[src/rtl/pipeline_pkg.sv]
// Shared encodings for the pipeline hazard controller: forwarding selects,
// the load result-source code and the data-memory wait FSM states.
package pipeline_pkg;

    localparam logic [1:0] FWD_REG  = 2'b00;
    localparam logic [1:0] FWD_WB   = 2'b01;
    localparam logic [1:0] FWD_MEM  = 2'b10;

    localparam logic [1:0] RES_LOAD = 2'b01;

    typedef enum logic {
        IDLE = 1'b0,
        WAIT = 1'b1
    } mem_state_e;

endpackage

[src/rtl/forward_unit.sv]
// Combinational operand-forwarding select for the two EX-stage ALU sources.
// MEM results take precedence over WB results; x0 is never forwarded.
module forward_unit
    import pipeline_pkg::*;
(
    input  logic [4:0] i_rs1_e,
    input  logic [4:0] i_rs2_e,
    input  logic [4:0] i_rd_m,
    input  logic [4:0] i_rd_w,
    input  logic       i_reg_write_m,
    input  logic       i_reg_write_w,
    output logic [1:0] o_forward_a,
    output logic [1:0] o_forward_b
);

    logic w_m_valid;
    logic w_w_valid;

    assign w_m_valid = i_reg_write_m && (i_rd_m != 5'd0);
    assign w_w_valid = i_reg_write_w && (i_rd_w != 5'd0);

    always_comb begin
        o_forward_a = FWD_REG;
        if (w_m_valid && (i_rd_m == i_rs1_e))
            o_forward_a = FWD_MEM;
        else if (w_w_valid && (i_rd_w == i_rs1_e))
            o_forward_a = FWD_WB;
    end

    always_comb begin
        o_forward_b = FWD_REG;
        if (w_m_valid && (i_rd_m == i_rs2_e))
            o_forward_b = FWD_MEM;
        else if (w_w_valid && (i_rd_w == i_rs2_e))
            o_forward_b = FWD_WB;
    end

endmodule

[src/rtl/pipeline_ctrl.sv]
// Five-stage pipeline hazard controller: forwarding, load-use and branch
// hazards, data-memory wait-state stalling with timeout, and stall statistics.
module pipeline_ctrl
    import pipeline_pkg::*;
#(
    parameter int WAIT_LIMIT = 255,
    parameter int CNT_W      = 32
) (
    input  logic             clk,
    input  logic             reset,
    input  logic [4:0]       Rs1D,
    input  logic [4:0]       Rs2D,
    input  logic [4:0]       Rs1E,
    input  logic [4:0]       Rs2E,
    input  logic [4:0]       RdE,
    input  logic [1:0]       ResultSrcE,
    input  logic             PCSrcE,
    input  logic [4:0]       RdM,
    input  logic [4:0]       RdW,
    input  logic             RegWriteM,
    input  logic             RegWriteW,
    input  logic             MemReqM,
    input  logic             MemReadyM,
    input  logic             StatClr,
    output logic             StallF,
    output logic             StallD,
    output logic             StallE,
    output logic             StallM,
    output logic             FlushD,
    output logic             FlushE,
    output logic             FlushW,
    output logic [1:0]       ForwardAE,
    output logic [1:0]       ForwardBE,
    output logic             MemBusy,
    output logic             MemTimeout,
    output logic [CNT_W-1:0] StallCount
);

    localparam int WCNT_W = (WAIT_LIMIT < 1) ? 1 : $clog2(WAIT_LIMIT + 1);
    localparam logic [WCNT_W-1:0] LIMIT_VAL   = WCNT_W'(WAIT_LIMIT);
    localparam logic [WCNT_W-1:0] LIMIT_M1    = WCNT_W'(WAIT_LIMIT - 1);

    mem_state_e        r_state;
    logic [WCNT_W-1:0] r_wait_cnt;
    logic              r_mem_busy;
    logic              r_timeout;
    logic [CNT_W-1:0]  r_stall_cnt;

    logic [1:0]        w_fwd_a;
    logic [1:0]        w_fwd_b;
    logic              w_lw_stall;
    logic              w_mem_stall;
    logic              w_timeout_set;
    logic              w_stall_fd;

    forward_unit u_forward_unit (
        .i_rs1_e       (Rs1E),
        .i_rs2_e       (Rs2E),
        .i_rd_m        (RdM),
        .i_rd_w        (RdW),
        .i_reg_write_m (RegWriteM),
        .i_reg_write_w (RegWriteW),
        .o_forward_a   (w_fwd_a),
        .o_forward_b   (w_fwd_b)
    );

    assign w_lw_stall = (ResultSrcE == RES_LOAD) && (RdE != 5'd0) &&
                        ((RdE == Rs1D) || (RdE == Rs2D));

    // The release cycle (WAIT with ready) is deliberately stall-free.
    assign w_mem_stall = ((r_state == IDLE) && MemReqM && !MemReadyM) ||
                         ((r_state == WAIT) && !MemReadyM);

    // A memory stall freezes everything, so a held branch or load-use is
    // re-evaluated on release; otherwise a taken branch overrides load-use.
    assign w_stall_fd = w_mem_stall || (w_lw_stall && !PCSrcE);

    // Outputs are forced idle while reset is held low.
    assign StallF    = reset && w_stall_fd;
    assign StallD    = reset && w_stall_fd;
    assign StallE    = reset && w_mem_stall;
    assign StallM    = reset && w_mem_stall;
    assign FlushW    = reset && w_mem_stall;
    assign FlushD    = reset && !w_mem_stall && PCSrcE;
    assign FlushE    = reset && !w_mem_stall && (PCSrcE || w_lw_stall);
    assign ForwardAE = reset ? w_fwd_a : FWD_REG;
    assign ForwardBE = reset ? w_fwd_b : FWD_REG;

    assign w_timeout_set = (r_state == WAIT) && !MemReadyM &&
                           (r_wait_cnt >= LIMIT_M1);

    always_ff @(posedge clk or negedge reset) begin
        if (!reset) begin
            r_state    <= IDLE;
            r_wait_cnt <= '0;
            r_mem_busy <= 1'b0;
            r_timeout  <= 1'b0;
        end else begin
            case (r_state)
                IDLE: begin
                    if (MemReqM && !MemReadyM) begin
                        r_state    <= WAIT;
                        r_mem_busy <= 1'b1;
                        r_wait_cnt <= '0;
                    end
                end
                WAIT: begin
                    if (MemReadyM) begin
                        r_state    <= IDLE;
                        r_mem_busy <= 1'b0;
                    end else if (r_wait_cnt != LIMIT_VAL) begin
                        r_wait_cnt <= r_wait_cnt + WCNT_W'(1);
                    end
                end
                default: begin
                    r_state    <= IDLE;
                    r_mem_busy <= 1'b0;
                end
            endcase

            if (StatClr)
                r_timeout <= 1'b0;
            else if (w_timeout_set)
                r_timeout <= 1'b1;
        end
    end

    always_ff @(posedge clk or negedge reset) begin
        if (!reset)
            r_stall_cnt <= '0;
        else if (StatClr)
            r_stall_cnt <= '0;
        else if (w_stall_fd && (r_stall_cnt != {CNT_W{1'b1}}))
            r_stall_cnt <= r_stall_cnt + CNT_W'(1);
    end

    assign MemBusy    = r_mem_busy;
    assign MemTimeout = r_timeout;
    assign StallCount = r_stall_cnt;

endmodule

[config.mk]
export PLATFORM = sky130hd
export DESIGN_NAME = pipeline_ctrl
export DESIGN_NICKNAME = d
export VERILOG_FILES = /design/src/rtl/pipeline_pkg.sv /design/src/rtl/forward_unit.sv /design/src/rtl/pipeline_ctrl.sv
export SDC_FILE = /design/constraint.sdc
export NUM_CORES = 1
export LEC_CHECK = 0
export CELL_PAD_IN_SITES_DETAIL_PLACEMENT = 0
export CELL_PAD_IN_SITES_GLOBAL_PLACEMENT = 1
export CORE_MARGIN = 2
export CORE_UTILIZATION = 38
export CTS_CLUSTER_SIZE = 40
export DETAILED_ROUTE_END_ITERATION = 6
export GPL_TIMING_DRIVEN = 0
export PLACE_DENSITY_LB_ADDON = 0.2
export SYNTH_ARGS = -nofsm -noshare
export SYNTH_HDL_FRONTEND = slang
export SYNTH_SLANG_ARGS = --single-unit
export TNS_END_PERCENT = 20
[constraint.sdc]
create_clock -name clk -period 7.35 [get_ports clk]
set_clock_uncertainty 0.15 [all_clocks]
set_input_delay 1.8375 -clock clk [delete_from_list [all_inputs] [get_ports clk]]
set_output_delay 1.8375 -clock clk [all_outputs]
set_load 0.05 [all_outputs]
== After elaboration in Yosys (flattened, before gate mapping) ==
Cells that the tools add are included.
Cells by class
  add/sub/neg operators: 2
  bitwise logic cells: 1
  reductions and logical operators: 34
  multiply operators: 0
  divide/modulo/power cells: 0
  shifts and indexed selects: 0
  multiplexer cells: 20
  magnitude comparators: 1
  equal/unequal tests: 13
Operators with widths (count)
  $mux 32: 2
  $add 32x1->32 const B: 1
  $ne 32x32->1 const B: 1
  $eq 5x5->1: 6
  $mux 8: 3
  $logic_and 1x1->1: 20
  $pmux 8 s2: 1
  $reduce_bool 5->1: 3
  $add 8x1->8 const B: 1
  $ge 8x8->1 const B: 1
  $mux 1: 8
  $mux 2: 4
  $ne 8x8->1 const B: 1
  $logic_or 1x1->1: 4
  $ne 2x1->1 const B: 2
  $ne 2x2->1 const B: 2
  $pmux 1 s2: 2
  $reduce_bool 2->1: 2
  $logic_not 1->1: 3
  $reduce_and 3->1: 1
  $eq 2x1->1 const B: 1
  $reduce_and 2->1: 1
  $not 1->1: 1
Word-level totals
  memory bits (writable): 0
  output and inout port bits: 45
  logic and storage cells: 76
  bits in latches: 0
  bits in read-only memories: 0
  input port bits: 45
  flip-flop bits (word level): 43
  memories: 0

== Depth between registers and ports, before layout ==
  depth after elaboration: 8
  depth in mapped cells: 9
  gate-level depth less buffers: 7

== By module ==
From an unflattened synthesis, not the netlist that was laid out.
Unflattened totals
  cells, all modules: 324
  area, all modules: 2872.8 um^2
By module, submodules not included
  pipeline_ctrl: cells each 290, area each 2615.0 um^2, instances 1, sequential area each 1076.0 um^2
  forward_unit: cells each 34, area each 257.7 um^2, instances 1, sequential area each 0.0 um^2

== Least setup slack after synthesis ==
Ideal clock, no wire load.
  path kind: input to output
  from: input RdM[0]
  to: output ForwardAE[0]
  path buffers: 0
  stages: 4
  path slack: 1.174 ns
  arrival: 4.189 ns
  required time: 5.362 ns
  path through: or4_1 > o21ai_0 > nor4_1 > nor4_1
On the way
  longest elaborated chain between the ends: 5
  elaborated cells on any way between the ends: 6
  classes of those cells: eq/ne (1); mux (2); reduce/logical (3)
Ends and longest elaborated chain
  from (decl): line pipeline_ctrl.sv:18  | input logic [4:0] RdM,
  $reduce_bool 5->1: line forward_unit.sv:19  | assign w_m_valid = i_reg_write_m && (i_rd_m != 5'd0);
  $logic_and 1x1->1: line forward_unit.sv:19
  $logic_and 1x1->1 (*): line forward_unit.sv:24  | if (w_m_valid && (i_rd_m == i_rs1_e))
  $mux 2 (*): line forward_unit.sv:24
  $mux 2 (*): line pipeline_ctrl.sv:86  | assign ForwardAE = reset ? w_fwd_a : FWD_REG;
  to (decl): line pipeline_ctrl.sv:32  | output logic [1:0] ForwardAE,
Every way passes the cells marked *; elsewhere a longest branch is shown, timed or not.

== Final worst setup path ==
  from: input RdE[1]
  to: output StallF
On the way
  longest elaborated chain between the ends: 6
  elaborated cells on any way between the ends: 9
  classes of those cells: eq/ne (2); reduce/logical (7)
Ends and longest elaborated chain
  from (decl): line pipeline_ctrl.sv:15  | input logic [4:0] RdE,
  $eq 5x5->1 / $reduce_bool 5->1 (equally long branches): line pipeline_ctrl.sv:68, pipeline_ctrl.sv:67
  $logic_or 1x1->1 / $logic_and 1x1->1 (equally long branches): line pipeline_ctrl.sv:68, pipeline_ctrl.sv:67
  $logic_and 1x1->1 (*): line pipeline_ctrl.sv:67  | assign w_lw_stall = (ResultSrcE == RES_LOAD) && (RdE != 5'd0) &&
  $logic_and 1x1->1 (*): line pipeline_ctrl.sv:76  | assign w_stall_fd = w_mem_stall || (w_lw_stall && !PCSrcE);
  $logic_or 1x1->1 (*): line pipeline_ctrl.sv:76
  $logic_and 1x1->1 (*): line pipeline_ctrl.sv:79  | assign StallF = reset && w_stall_fd;
  to (decl): line pipeline_ctrl.sv:25  | output logic StallF,
Marks and branches as above.

==> out/metrics.cfg <==
[worst_setup_path]
r2r_end=StallCount[11]$_DFFE_PN0P_
setup.worst_path.end_class=primary output
cp.arrival_ns=4.77
r2r_slack_ns=4.47
crit_type=primary input to primary output
reg2regPathDepth=9
crit_path_start_kind=primary input
crit_path_max_fanout=10
crit_required_ns=5.36
r2r-start=StallCount[0]$_DFFE_PN0P_

[die]
initial_core_util=0.387
fp.dieW_um=92.2
num_rows=32
die_y_um=92.2
io_pins=90
fp.coreArea_mm2=0.00765
die_area_mm2=0.00850

[global_routing]
antenna_found_initial=0
grt_max_degree=28
grt_pass1_vias=2764
overflow=0
grt_usage=0.195
grt_pass1_wl_mm=13.4

[synthesis]
ys_types=44
yosys_warnings=0
synth_fa_ha_area_frac=0.0127
synth_xor_area_frac=0.101
syn-instance-count=323
synthMuxAreaShare=0.0279
syn_area_mm2=0.00296
synth_simple_gate_area_frac=0.302
yosysSeqAreaShare=0.364
synth_compound_gate_area_share=0.144
avgSynthCellArea_um2=9.15
synth_area_leader_cell=dfrtp_1
ys_ff_latch=43
synthTopCellsByArea=dfrtp_1 36%, xor2_1 8.3%, or4_1 6.9%
syn_nets=371
synth_top_area_share=0.364
synth_top_family_by_area=simple AND/OR/NAND/NOR gates

[pwr]
peakVddDrop_v=0.0000711
p_total_uw=569
power_density_mw_per_mm2=138
p_leak_nw=1.60

[timing]
hold_slack_ns=0.383
slew_violations=0
worst_slew_pin_slew_ns=0.809
max_freq_ghz=0.148
rsz0062_at_grt=no
finalSetupViolCount=0
fin_crit_sh=0.920
finalCriticalPeriod_ns=6.76
hold_viol=0
slew_headroom=0.460
worst_slack_ns=0.590

[clock_network]
clk_latency_ns=0.31
cts_root_buffer=clkbuf_8
h-tree-depth=2
post_cts_resized=0
cts_setup_buffers=0
clock-sinks=43
cts_buffer_depth=2
clk_pin_slew_ns=0.09
cts_tree=yes
ctsHoldBuffers=0
numCtsBuffers=5

[routing]
vias=2822
routed_wl_mm=8.09
viasPerCell=5.40
drt_iter0_markers=138
antenna_left=0
drtPass1Iterations=4
wl_per_cell_um=15.5
drc_errors=0

[status]
status=finished, final reports clean

[final_layout]
post-route-cell-area_mm2=0.00413
layout-drive-gt1-share=0.0950
nFillCells=753
diodes=0
final_net_count=468
final_cell_count_no_fill=523
syn_to_final_growth_pct=39.6

[hold_path]
min-delay-start=r_state$_DFF_PN0_
worstHoldEndpoint=MemBusy$_DFFE_PN0P_
hp-class=flip-flop to flip-flop
hold_depth=1

[placement]
placed_cells=515
portBuffers=89
place_congestion=0.790
preCtsSetupSlack_ns=0.595
post-dp-hpwl_mm=6.11
place_area_mm2=0.00399

[flow_run]
drv_cap=0

power by group:
part | switching, mW | internal [mW] | total [mW]
sequential | 0.00437 | 0.240 | 0.244
clock | 0.0894 | 0.136 | 0.225
combinational | 0.0540 | 0.0457 | 0.0996
per-layer routing:
| metal | up-vias | routed length [um] | track usage |
|---|---|---|---|
| met4 | 0 | 75 | 0.0435 |
| met3 | 6 | 313 | 0.0296 |
| li1 | 1405 | - | - |
| met2 | 55 | 4090 | 0.335 |
| met5 | - | 0 | 0 |
| met1 | 1356 | 3610 | 0.259 |
placed cells by master (no fill, tap or decap), types with 6 or more instances in the layout:
master           netlist  routed
xor2_1                28      28
nor2b_1                8       8
xnor2_1                6       6
o21ai_0                7       7
and3_1                 7       7
clkbuf_1               9       9
dfrtp_1               43      43
nand2_1               16      16
nor4_1                 8       8
o31ai_1               23      23
clkdlybuf4s50_1        0      88
nand3_1               14      14
buf_4                  6       6
inv_1                  8       8
or4_1                 27      27
nand4_1               11      11
a21oi_1               28      28
mux2_2                 6       6
nor2_1                21      21
flip-flops by register name, summed over array words and instances (netlist names):
signal and count:
r_wait_cnt 8, MemTimeout 1, r_state 1, MemBusy 1, StallCount 32
critical path, cell delays in order:
cell and delay (ns):
clkdlybuf4s50_1 0.47, or4_1 0.53, o21ai_0 0.24, o31a_1 0.26
buf_2 0.25, buf_2 0.26, nor2b_1 0.10, buf_4 0.13
clkdlybuf4s50_1 0.69
kinds of logic after synthesis:
group / Yosys count
multiplexers: 7
AND/OR/NAND/NOR: 140
adder cells (fa/ha/maj): 3
flip-flops: 43
XOR/XNOR: 34
AO/OA/AOI/OAI: 67
buffers and inverters: 29
stage by stage:
step | TNS, ns | util
floorplan | 0 | -
global placement | -1.11 | 0.520
detailed placement | 0 | 0.522
CTS | 0 | 0.540
global route | 0 | 0.540
finish | 0 | 0.540
worst max-delay path by stage:
stage | to | start | cells past startpoint | slack (ns)
finish | StallF | RdE[1] | 9 | 0.59
global route | StallF | RdE[1] | 9 | 0.44
CTS | StallF | RdE[2] | 10 | 0.59
global placement | ForwardBE[0] | reset | 5 | -0.58
floorplan | ForwardAE[0] | RdM[0] | 4 | 1.17
detailed placement | StallF | RdE[2] | 10 | 0.59
area by class of cell:
type,instances,area (um^2),share of cell area
clock buffer,5,68.8,0.0167
clock inverter,3,67.6,0.0164
multi-input combinational,251,1740,0.421
buffer,20,109,0.0264
timing repair buffer,90,906,0.220
sequential,43,1080,0.261
inverter,9,33.8,0.00819
tap,102,128,0.0309
synth_stat cells, drive strengths merged:
cell     instances
inv              9
nor4            11
o2bb2ai          1
nor2            21
o31a             2
dfrtp           43
a22oi            1
a21oi           28
xor2            28
nor3             5
o31ai           23
nor2b            8
and2             5
nand3b           1
xnor2            6
nand2           16
nor3b            2
o21ai            7
or3b             1
o211ai           1
and4             1
buf             11
o21ba            1
nand3           16
ha               3
clkbuf           9
or3              4
nand4           13
a41oi            2
mux2             7
o211a            1
or4             28
and3             8
Power figures use the tool's default switching activity.
